<file path="config.mk">
export PLATFORM = sky130hd
export DESIGN_NAME = lcd_line_scheduler
export DESIGN_NICKNAME = d
export VERILOG_FILES = /design/src/rtl/lcd_line_scheduler.sv
export SDC_FILE = /design/constraint.sdc
export NUM_CORES = 1
export LEC_CHECK = 0
export ABC_AREA = 1
export CORE_MARGIN = 2
export CORE_UTILIZATION = 35
export DETAILED_ROUTE_END_ITERATION = 8
export GPL_ROUTABILITY_DRIVEN = 1
export PLACE_DENSITY_LB_ADDON = 0.25
export SLEW_MARGIN = 10
export SYNTH_ARGS = -nofsm -noshare
export SYNTH_HDL_FRONTEND = slang
export SYNTH_SLANG_ARGS = --single-unit
</file>
<file path="constraint.sdc">
create_clock -name clk_100hz -period 2.4 [get_ports clk_100hz]
set_clock_uncertainty 0.2 [all_clocks]
set_input_delay 0.36 -clock clk_100hz [delete_from_list [all_inputs] [get_ports clk_100hz]]
set_output_delay 0.36 -clock clk_100hz [all_outputs]
set_load 0.05 [all_outputs]
</file>
<file path="src/rtl/lcd_line_scheduler.sv">
// rtl/lcd_line_scheduler.sv - HD44780 bus owner: power-up init, round-robin line writes, cursor restore
module lcd_line_scheduler #(
    parameter int POWERUP_CYC = 70
) (
    input  logic         clk_100hz,
    input  logic         rst,
    input  logic [1:0]   req,
    input  logic         line_sel0,
    input  logic         line_sel1,
    input  logic [127:0] text0,
    input  logic [127:0] text1,
    input  logic [6:0]   cursor_addr,
    output logic [1:0]   gnt,
    output logic [1:0]   done,
    output logic         busy,
    output logic         init_done,
    output logic         lcd_e,
    output logic         lcd_rs,
    output logic         lcd_rw,
    output logic [7:0]   lcd_data
);

    localparam int CNT_W = (POWERUP_CYC > 1) ? $clog2(POWERUP_CYC) : 1;

    typedef enum logic [2:0] {
        PWRUP,
        INIT,
        IDLE,
        ADDR,
        CHARS,
        CURSOR
    } state_t;

    state_t             state, state_n;
    logic               phase, phase_n;        // 0: e high, 1: e low (falling edge latches)
    logic [3:0]         idx, idx_n;
    logic [CNT_W-1:0]   cnt, cnt_n;
    logic               ptr, ptr_n;
    logic               winner, winner_n;
    logic               load;
    logic [127:0]       buf_text;

    logic               lcd_e_n, lcd_rs_n;
    logic [7:0]         lcd_data_n;
    logic [1:0]         gnt_n, done_n;
    logic               busy_n, init_done_n;

    logic               arb_win;
    logic               win_line;
    logic [3:0]         char_k;
    logic [7:0]         char_byte;

    function automatic logic [7:0] init_cmd(input logic [3:0] i);
        case (i)
            4'd0:    return 8'h38;
            4'd1:    return 8'h0F;
            4'd2:    return 8'h06;
            default: return 8'h01;
        endcase
    endfunction

    // On a tie the requester that was not served last wins.
    assign arb_win   = (req == 2'b11) ? ~ptr : req[1];
    assign win_line  = arb_win ? line_sel1 : line_sel0;
    assign char_k    = (state == CHARS) ? (idx + 4'd1) : 4'd0;
    assign char_byte = buf_text[{~char_k, 3'b000} +: 8];
    assign lcd_rw    = 1'b0;

    always_ff @(posedge clk_100hz or negedge rst) begin
        if (!rst) begin
            state     <= PWRUP;
            phase     <= 1'b0;
            idx       <= 4'd0;
            cnt       <= '0;
            ptr       <= 1'b1;
            winner    <= 1'b0;
            buf_text  <= '0;
            lcd_e     <= 1'b0;
            lcd_rs    <= 1'b0;
            lcd_data  <= 8'h00;
            gnt       <= 2'b00;
            done      <= 2'b00;
            busy      <= 1'b1;
            init_done <= 1'b0;
        end else begin
            state     <= state_n;
            phase     <= phase_n;
            idx       <= idx_n;
            cnt       <= cnt_n;
            ptr       <= ptr_n;
            winner    <= winner_n;
            if (load) begin
                buf_text <= arb_win ? text1 : text0;
            end
            lcd_e     <= lcd_e_n;
            lcd_rs    <= lcd_rs_n;
            lcd_data  <= lcd_data_n;
            gnt       <= gnt_n;
            done      <= done_n;
            busy      <= busy_n;
            init_done <= init_done_n;
        end
    end

    // Bus outputs are registered; each branch that starts a byte sets up its phase A values.
    always_comb begin
        state_n     = state;
        phase_n     = phase;
        idx_n       = idx;
        cnt_n       = cnt;
        ptr_n       = ptr;
        winner_n    = winner;
        load        = 1'b0;
        lcd_e_n     = 1'b0;
        lcd_rs_n    = lcd_rs;
        lcd_data_n  = lcd_data;
        gnt_n       = gnt;
        done_n      = 2'b00;
        busy_n      = busy;
        init_done_n = init_done;

        case (state)
            PWRUP: begin
                if (cnt == CNT_W'(POWERUP_CYC - 1)) begin
                    state_n    = INIT;
                    phase_n    = 1'b0;
                    idx_n      = 4'd0;
                    lcd_e_n    = 1'b1;
                    lcd_rs_n   = 1'b0;
                    lcd_data_n = init_cmd(4'd0);
                end else begin
                    cnt_n = cnt + 1'b1;
                end
            end
            INIT: begin
                if (!phase) begin
                    phase_n = 1'b1;
                end else if (idx == 4'd3) begin
                    state_n     = IDLE;
                    init_done_n = 1'b1;
                    busy_n      = 1'b0;
                end else begin
                    idx_n      = idx + 4'd1;
                    phase_n    = 1'b0;
                    lcd_e_n    = 1'b1;
                    lcd_data_n = init_cmd(idx + 4'd1);
                end
            end
            IDLE: begin
                if (|req) begin
                    load       = 1'b1;
                    winner_n   = arb_win;
                    gnt_n      = arb_win ? 2'b10 : 2'b01;
                    busy_n     = 1'b1;
                    state_n    = ADDR;
                    phase_n    = 1'b0;
                    lcd_e_n    = 1'b1;
                    lcd_rs_n   = 1'b0;
                    lcd_data_n = win_line ? 8'hC0 : 8'h80;
                end
            end
            ADDR: begin
                if (!phase) begin
                    phase_n = 1'b1;
                end else begin
                    state_n    = CHARS;
                    phase_n    = 1'b0;
                    idx_n      = 4'd0;
                    lcd_e_n    = 1'b1;
                    lcd_rs_n   = 1'b1;
                    lcd_data_n = char_byte;
                end
            end
            CHARS: begin
                if (!phase) begin
                    phase_n = 1'b1;
                end else if (idx == 4'd15) begin
                    state_n    = CURSOR;
                    phase_n    = 1'b0;
                    lcd_e_n    = 1'b1;
                    lcd_rs_n   = 1'b0;
                    lcd_data_n = {1'b1, cursor_addr};
                end else begin
                    idx_n      = idx + 4'd1;
                    phase_n    = 1'b0;
                    lcd_e_n    = 1'b1;
                    lcd_data_n = char_byte;
                end
            end
            CURSOR: begin
                if (!phase) begin
                    phase_n = 1'b1;
                end else begin
                    state_n = IDLE;
                    done_n  = winner ? 2'b10 : 2'b01;
                    gnt_n   = 2'b00;
                    busy_n  = 1'b0;
                    ptr_n   = winner;
                end
            end
            default: begin
                state_n = PWRUP;
            end
        endcase
    end

endmodule

</file>
### After elaboration in Yosys (flattened, before gate mapping)

Index checks and enable logic that the tools add are counted.

* register bits after elaboration: 161
* input bits: 269
* output and inout bits: 17

* add/subtract/negate cells: 2
* equal/unequal tests: 21
* shift operators: 1
* mux-type cells: 59
* bitwise gates (word level): 3
* reduce and logical (&&, ||, !) cells: 21

Operator list (count)
* $mux W128: 1
* $shiftx A128 B8 Y8: 1
* $mux W8: 7
* $pmux W8 S5: 1
* $mux W4: 7
* $mux W3: 8
* $mux W1: 20
* $ne A2 B2 Y1 const B: 9
* $pmux W3 S6: 1
* $pmux W6 S3: 1
* $pmux W4 S4: 1
* $reduce_and A7 Y1: 2
* $mux W2: 6
* $reduce_bool A5 Y1: 2
* $reduce_and A3 Y1: 3
* $eq A4 B2 Y1 const B: 2
* $pmux W1 S4: 2
* $reduce_and A8 Y1: 1
* $reduce_bool A4 Y1: 2
* $add A7 B1 Y7 const B: 1
* $eq A7 B7 Y1 const B: 1
* $mux W7: 1
* $eq A3 B2 Y1 const B: 2
* $eq A3 B3 Y1 const B: 2
* 19 further kinds: 23

### Depth between registers and ports, before layout

Gate-level depths: netlist (run 1).

* depth in word-level cells: 7
* gate-level depth with buffers: 14
* mapped depth without buffers: 13

### Worst setup path after synthesis (run 1)

No wires, ideal clock.

* kind: flip-flop to flip-flop
* start point: register idx[0]
* end point: register lcd_data[2]
* arrival time: 2105 ps
* setup slack: -22 ps
* stages on the path, launching flop included: 14
* path buffers: 3
* period minus slack after synthesis: 2422 ps
* path through: dfrtp_1 buf_2 inv_2 clkbuf_1 ha_1 nand3_2 clkbuf_1 nand3_1 nand3_1 nand3_1 nand3_1 nand2_1 nand2_1 nand2_1

* longest elaborated chain between the ends: 7
* elaborated cells between the ends (all ways): 18
* those cells by class: add/sub (1); eq/ne (5); shift (1); mux (8); bitwise (1); reduce/logical (2)

Ends and longest elaborated chain
* start: declaration: line 36 `logic [3:0] idx, idx_n;`
* start signal: assignment: line 88 `idx <= idx_n;`
* $add A4 B1 Y4: line 65, 146
* $mux W4: line 65 `assign char_k = (state == CHARS) ? (idx + 4'd1) : 4'd0;`
* $not A4 Y4: line 66 `assign char_byte = buf_text[{~char_k, 3'b000} +: 8];`
* $shiftx A128 B8 Y8: line 66
* $mux W8: line 177 `end else if (idx == 4'd15) begin`
* $mux W8: line 175 `if (!phase) begin`
* $pmux W8 S5: line 122 `case (state)`
* end signal: assignment: line 97 `lcd_data <= lcd_data_n;`
* end: declaration: line 20 `output logic [7:0] lcd_data`

Parallel ways exist; a longest one is shown, timed or not. The select of a mux whose other input is x is not followed.
A chain may end at the register's enable or synchronous reset.

### Worst setup path after layout (run 1)

* start point: register busy
* end point: output busy

RTL lines
* start: declaration: line 15 `output logic busy,`
* start signal: assignment: line 100 `busy <= busy_n;`

No word-level cell between the ends.

==> results of run 1 <==
## report_power, final
| part | leakage (nW) | switching (mW) | total, mW | internal [mW] |
|---|---|---|---|---|
| Sequential | 1.92 | 0.134 | 3.04 | 2.90 |
| Combinational | 3.42 | 0.417 | 0.986 | 0.569 |
| Clock | 0.276 | 1.24 | 2.70 | 1.46 |
## kinds of logic (layout without fill, tap and decap cells)
| group | count (synthesis) | in the layout | share of synthesized area (%) |
|---|---|---|---|
| xor gates and xnor gates | 6 | 6 | 0.595 |
| buffers and inverters | 148 | 428 | 7.50 |
| other | 1 | 1 | 0.0425 |
| and+or+nand+nor | 554 | 554 | 26.6 |
| DFF | 161 | 161 | 45.7 |
| AOI/OAI and AO/OA | 313 | 313 | 18.7 |
| adders and majority gates | 6 | 6 | 0.850 |
## layout by cell type (no fill, tap or decap), types with 2 or more instances in the layout
master / instances
nor3_1: 3
nor2_1: 157
buf_4: 35
inv_1: 53
clkbuf_16: 17
clkdlybuf4s50_1: 283
nand4_1: 26
xnor2_1: 2
a21oi_1: 13
o21ai_0: 197
o22ai_1: 27
buf_12: 14
o21ai_1: 56
clkinvlp_4: 3
nand2_2: 2
ha_1: 6
dfrtp_1: 159
dfstp_2: 2
clkinv_4: 2
inv_2: 7
nand3_1: 115
inv_6: 4
nand2_1: 244
o211ai_1: 14
inv_8: 3
clkinv_2: 3
xor2_1: 4
## registers in the layout, summed over array words and instances (netlist names), 2 cells and up
register	count
idx	4
done	2
buf_text	128
cnt	7
gnt	2
lcd_data	8
state	3
## metrics by stage
step	cell area [sq um]	util [%]
floorplan	8830	-
global placement	12200	49.0
detailed placement	12200	49.0
CTS	12800	51.3
global route	12800	51.3
finish	12800	51.3
## how the worst max path moves through the flow
stage	endpoint	startpoint	depth (start not counted)
after floorplan	lcd_data[6]	idx[0]	13
after global placement	lcd_data[4]	req[1]	8
after detailed placement	lcd_data[4]	req[1]	8
after global routing	lcd_data[2]	idx[1]	12
after CTS	busy	busy	1
final	busy	busy	1
## per-layer routing
metal	GRT usage (%)	up-vias	part of all wire, %
met1	33.0	4394	44
met3	5.93	53	5.8
met4	8.33	0	2.9
li1	-	4528	-
met5	0	-	0
met2	41.3	317	48
## what timing repair did
item | in CTS | in global routing
endpoints found under the hold margin | 33 | 0
setup endpoints to repair | 0 | 1
hold buffers | 1 | 0
## layout make-up
type | instances | area (sq um)
fillers | 2440 | 12200
flip-flops and latches | 161 | 4030
repair buffers | 334 | 3400
clock inverters | 15 | 149
clock buffers | 17 | 425
multi-input cells | 880 | 4160
inverters | 62 | 236
well taps | 330 | 413
==> results.yml, run 1 <==
setup_path:
  critical_path_peak_fanout: 2
  worstRegToRegCells: 12
  end_kind: "primary output"
  critical_path.startpoint_type: "flop"
  critical_setup_path_class: "reg2out"
  critPathRequiredTime_ps: 1840
  crit_path_max_incr_delay_ps: 800
  register_to_register_path_setup_slack_ps: 160
  crit_buf_inv: 1
  r2r-start: "idx[0]"
  crit_path_top_delay_cell: "clkdlybuf4s50_1"
  crit_path_cell_trace: "clkdlybuf4s50_1"
  cpLargestDelayFamily: "buffers and inverters"
  worst_ep_arrival_time_ps: 1750
  rr_endpoint: "lcd_data[0]"
clocking:
  post_cts_resize_count: 0
  clock-root-buffer: "clkbuf_16"
  h-tree-depth: 4
  worstSkewPairLatency_ps: 430
  cts-buffers-inserted: 17
  clkSinkCount: 161
  clk_pin_slew_worst_paths_ps: 70
  cts_max_path_buffers: 2
  tritoncts_clock_tree: "built"
  cts_post_setup_buffers_inserted: 0
timing:
  final-setup-viol-count: 0
  tmin_final_ps: 2310
  final-hold-violation-count: 0
  layout_worst_path_cycle_share_pct: 96.2
  timing.fmax_ghz: 0.433
  rsz_0062_raised_after_global_routing: "no"
  fin_setup_tns_ps: 0
  timing.max_slew.rel_slack_pct: 66.3
  hold-worst-slack_ps: 201
  worst_slack_ps: 91.1
  finalMaxSlewViolations: 0
  tightest_slew_ps: 505
detailed_routing:
  route.detailed.vias_per_inst: 5.17
  number_of_design_rule_violations_left_after_detail_routing: 0
  wire_per_inst_um: 18.3
  drt_first_pass_iters: 5
  postRouteWirelength_um: 33000
  dr.first_iter.drc_count: 690
  final_ant_viol_nets: 0
  number_of_vias_in_the_routed_layout: 9292
logic_synthesis:
  ys_ff_latch: 161
  synth.top_cells.by_area: "dfrtp_1, o21ai_0, nand2_1"
  post-synth-top-area-cell: "dfrtp_1"
  ys_types: 36
  synth.yosys.warnings: 0
  most_common_cell_in_the_synthesized_netlist: "nand2_1"
  netlist_instances: 1189
  asyncSetResetFlopFracSynth_pct: 100
  synth_flop_cell: "dfrtp_1"
  top_area_cell_type_share_of_the_netlist_area_pct: 45.1
  edff_count_synth: 0
  synth_sequential_area_ratio_pct: 45.7
  syn-mean-instance-area_sq_um: 7.43
  syn-cell-area_sq_mm: 0.00883
  synthesized_nets: 1464
  synth_common_cells: "nand2_1, o21ai_0, dfrtp_1"
final_layout:
  layout-drive-gt1-share_pct: 7.08
  finish.net_count: 1731
  antennaDiodeCount: 0
  layout-area-overhead-vs-synth_pct: 45.1
  instances_no_fill: 1799
global_route:
  largest_net_degree_at_the_start_of_global_routing: 58
  antenna_violations_before_repair: 0
  grt-ovfl-total: 0
  gr-usage-all-layers_pct: 25.2
  wire_length_of_the_first_global_routing_pass_um: 51400
  first_global_vias: 9428
power:
  leakagePower_nw: 5.61
  power_mw: 6.73
  ir_worst_vdd_v: 0.000446
  p_per_area_mw_per_mm2: 525
floorplan:
  initial_core_util_pct: 35.4
  die-height_um: 163
  dieArea_sq_mm: 0.0265
  rows: 58
  die-width_um: 163
  num_io_pins: 286
  placeable_core_region_sq_mm: 0.0250
placed_design:
  globalplace.congestion: 0.995
  hpwl_um: 25500
  dp_slack_ps: 122
  dpl.cell_count: 1766
  number_of_i_o_port_buffers: 284
run_status:
  run_status: "finished clean"
run:
  maxCapViolations: 0
hold_path:
  hold_path.class: "in2async"
(Power assumes the default switching activity.)
==> run 2, diff against run 1 <==
- SLEW_MARGIN: 10 -> default
- clock period: 2.4 -> 1.9 ns (I/O delays scaled with it)
==> run 2 against run 1 <==
Against the previous run: the run now ends with negative setup slack left; power increased by 28%; die area unchanged; via count increased by 9.3%; cell area increased by 20%; largest cell class is now non-clock buffers; global-route usage increased by 1.4 points; sequential cell count unchanged.
==> results.yml, run 2 (synthesized netlist as in run 1, its figures left out) <==
run_status:
  run_status: "complete, but fails checks"
  failed_checks: "negative setup slack"
placed_design:
  hpwl_um: 25300
  dpl.cell_count: 1825
  number_of_i_o_port_buffers: 284
  dp_slack_ps: -263
  globalplace.congestion: 0.892
  placed_cell_area_sq_mm: 0.0127
final_layout:
  top_regs: "buf_text (128), lcd_data (8), cnt (7)"
  layout-area-overhead-vs-synth_pct: 74.6
  layout_common_cells: "clkdlybuf4s50_1, nand2_1, dfrtp_1"
  finalCoreUtilization_pct: 61.7
  fillCellCount: 2139
  layout_commonest_cell: "clkdlybuf4s50_1"
  finish.net_count: 1860
  stdcell_area_sq_mm: 0.0154
  top_register: "buf_text"
  layout-drive-gt1-share_pct: 24.9
  antennaDiodeCount: 0
  largest_register_ff_count: 128
  instances_no_fill: 1928
power:
  part_of_the_power_in_registers_pct: 44.4
  internal-power_mw: 6.30
  ir_worst_vdd_v: 0.000409
  pwr-share-comb_pct: 16.1
  p_per_area_mw_per_mm2: 561
  p_sw_share_pct: 27.0
  leakagePower_nw: 6.75
  switchingPower_mw: 2.34
  share_clk_of_total_power_pct: 39.5
  power_mw: 8.64
timing:
  timing.fmax_ghz: 0.466
  hold-worst-slack_ps: 142
  rsz_0062_raised_after_global_routing: "yes"
  final-setup-viol-count: 138
  tmin_final_ps: 2150
  layout_worst_path_cycle_share_pct: 113
  worst_slack_ps: -245
  fin_setup_tns_ps: -18690
  final-hold-violation-count: 0
  finalMaxSlewViolations: 0
detailed_routing:
  dr.first_iter.drc_count: 890
  drt_first_pass_iters: 5
  number_of_design_rule_violations_left_after_detail_routing: 0
  wire_per_inst_um: 19.6
  final_ant_viol_nets: 0
  number_of_vias_in_the_routed_layout: 10157
  postRouteWirelength_um: 37800
  route.detailed.vias_per_inst: 5.27
setup_path:
  critical_path_peak_fanout: 14
  register_to_register_path_setup_slack_ps: -250
  critical_setup_path_class: "reg2reg"
  critPathRequiredTime_ps: 2020
  worst_ep_arrival_time_ps: 2270
  critical_path.startpoint_type: "flop"
  end_kind: "flop"
  crit_path_top_delay_cell: "dfrtp_1"
  crit_path_max_incr_delay_ps: 410
  cpLargestDelayFamily: "simple AND/OR/NAND/NOR gates"
  crit_buf_inv: 3
  critPathMostFrequentCell: "nand2_1"
  crit_path_cell_trace: "nor2_4 -> buf_6 -> nand3_4 -> buf_6 -> buf_6 -> nand2_1 -> nand3_2 -> nand3_1 -> nand3_1 -> nand3_2 -> nand2_1 -> nand2_1 -> nand2_1"
clocking:
  worstSkewPairLatency_ps: 430
  cts-buffers-inserted: 17
  tritoncts_clock_tree: "built"
  h-tree-depth: 4
  clkSinkCount: 161
  cts_max_path_buffers: 2
  clk_pin_slew_worst_paths_ps: 70
  clock-root-buffer: "clkbuf_16"
global_route:
  first_global_vias: 9836
  wire_length_of_the_first_global_routing_pass_um: 54400
  gr-usage-all-layers_pct: 26.7
  antenna_violations_before_repair: 0
  largest_net_degree_at_the_start_of_global_routing: 70
  grt-ovfl-total: 0
hold_path:
  hold_path.class: "in2async"
floorplan:
  die-width_um: 163
  num_io_pins: 286
  rows: 58
  initial_core_util_pct: 35.4
  die-height_um: 163
  placeable_core_region_sq_mm: 0.0250
  dieArea_sq_mm: 0.0265
run:
  maxCapViolations: 0
[run 2: worst register-to-register path, stage by stage (launching register included)]
cell and delay (ps):
dfrtp_1 410, nor2_4 180, buf_6 140, nand3_4 130, buf_6 170, buf_6 140
nand2_1 90, nand3_2 80, nand3_1 90, nand3_1 110, nand3_2 130, nand2_1 70
nand2_1 50, nand2_1 40
[run 2: layout make-up]
cell class,instances,area (sq um),share of cell area [%]
inverters,62,292,1.89
flip-flops and latches,161,4030,26.2
clock buffers,18,439,2.85
clock inverters,14,130,0.844
well taps,330,413,2.68
repair inverters,4,50.0,0.325
multi-input cells,880,4890,31.7
repair buffers,459,5170,33.5
[run 2: power by group through the flow]
| stage | Clock [mW] | Combinational [mW] | Sequential [mW] |
|---|---|---|---|
| final | 3.41 | 1.39 | 3.83 |
| after global routing | 3.60 | 1.51 | 3.85 |
| after CTS | 3.43 | 1.31 | 3.82 |
| after detailed placement | 0 | 1.29 | 3.88 |
| after global placement | 0 | 1.28 | 3.88 |
| after floorplan | 0 | 0.432 | 3.82 |
[run 2: worst paths after layout]
check                      startpoint             to  cells past startpoint
max reg2reg                  state[0]    lcd_data[6]                     13
max in group asynchronous         rst  buf_text[112]                      3
min in group clk_100hz         winner        done[0]                      1
max                          state[0]    lcd_data[6]                     13
min                               rst   buf_text[52]                      2
min reg2reg                    winner        done[0]                      1
[run 2: what timing repair did]
| action | 4_1_cts | 5_1_grt |
|---|---|---|
| buffers inserted | 16 | 26 |
| cloned | 12 | 23 |
| resized for setup | 95 | 262 |
| hold buffers | 1 | 0 |
| pin swaps | 11 | 72 |
| endpoints found under the hold margin | 161 | 0 |
| setup endpoints to repair | 150 | 156 |
[run 2: routing by layer]
metal	global-route usage, %	share of wire [%]	up-vias
met2	43.9	49	431
li1	-	-	4811
met3	4.56	6.9	40
met1	37.0	43	4875
met5	0	0	-
met4	5.83	1.6	0
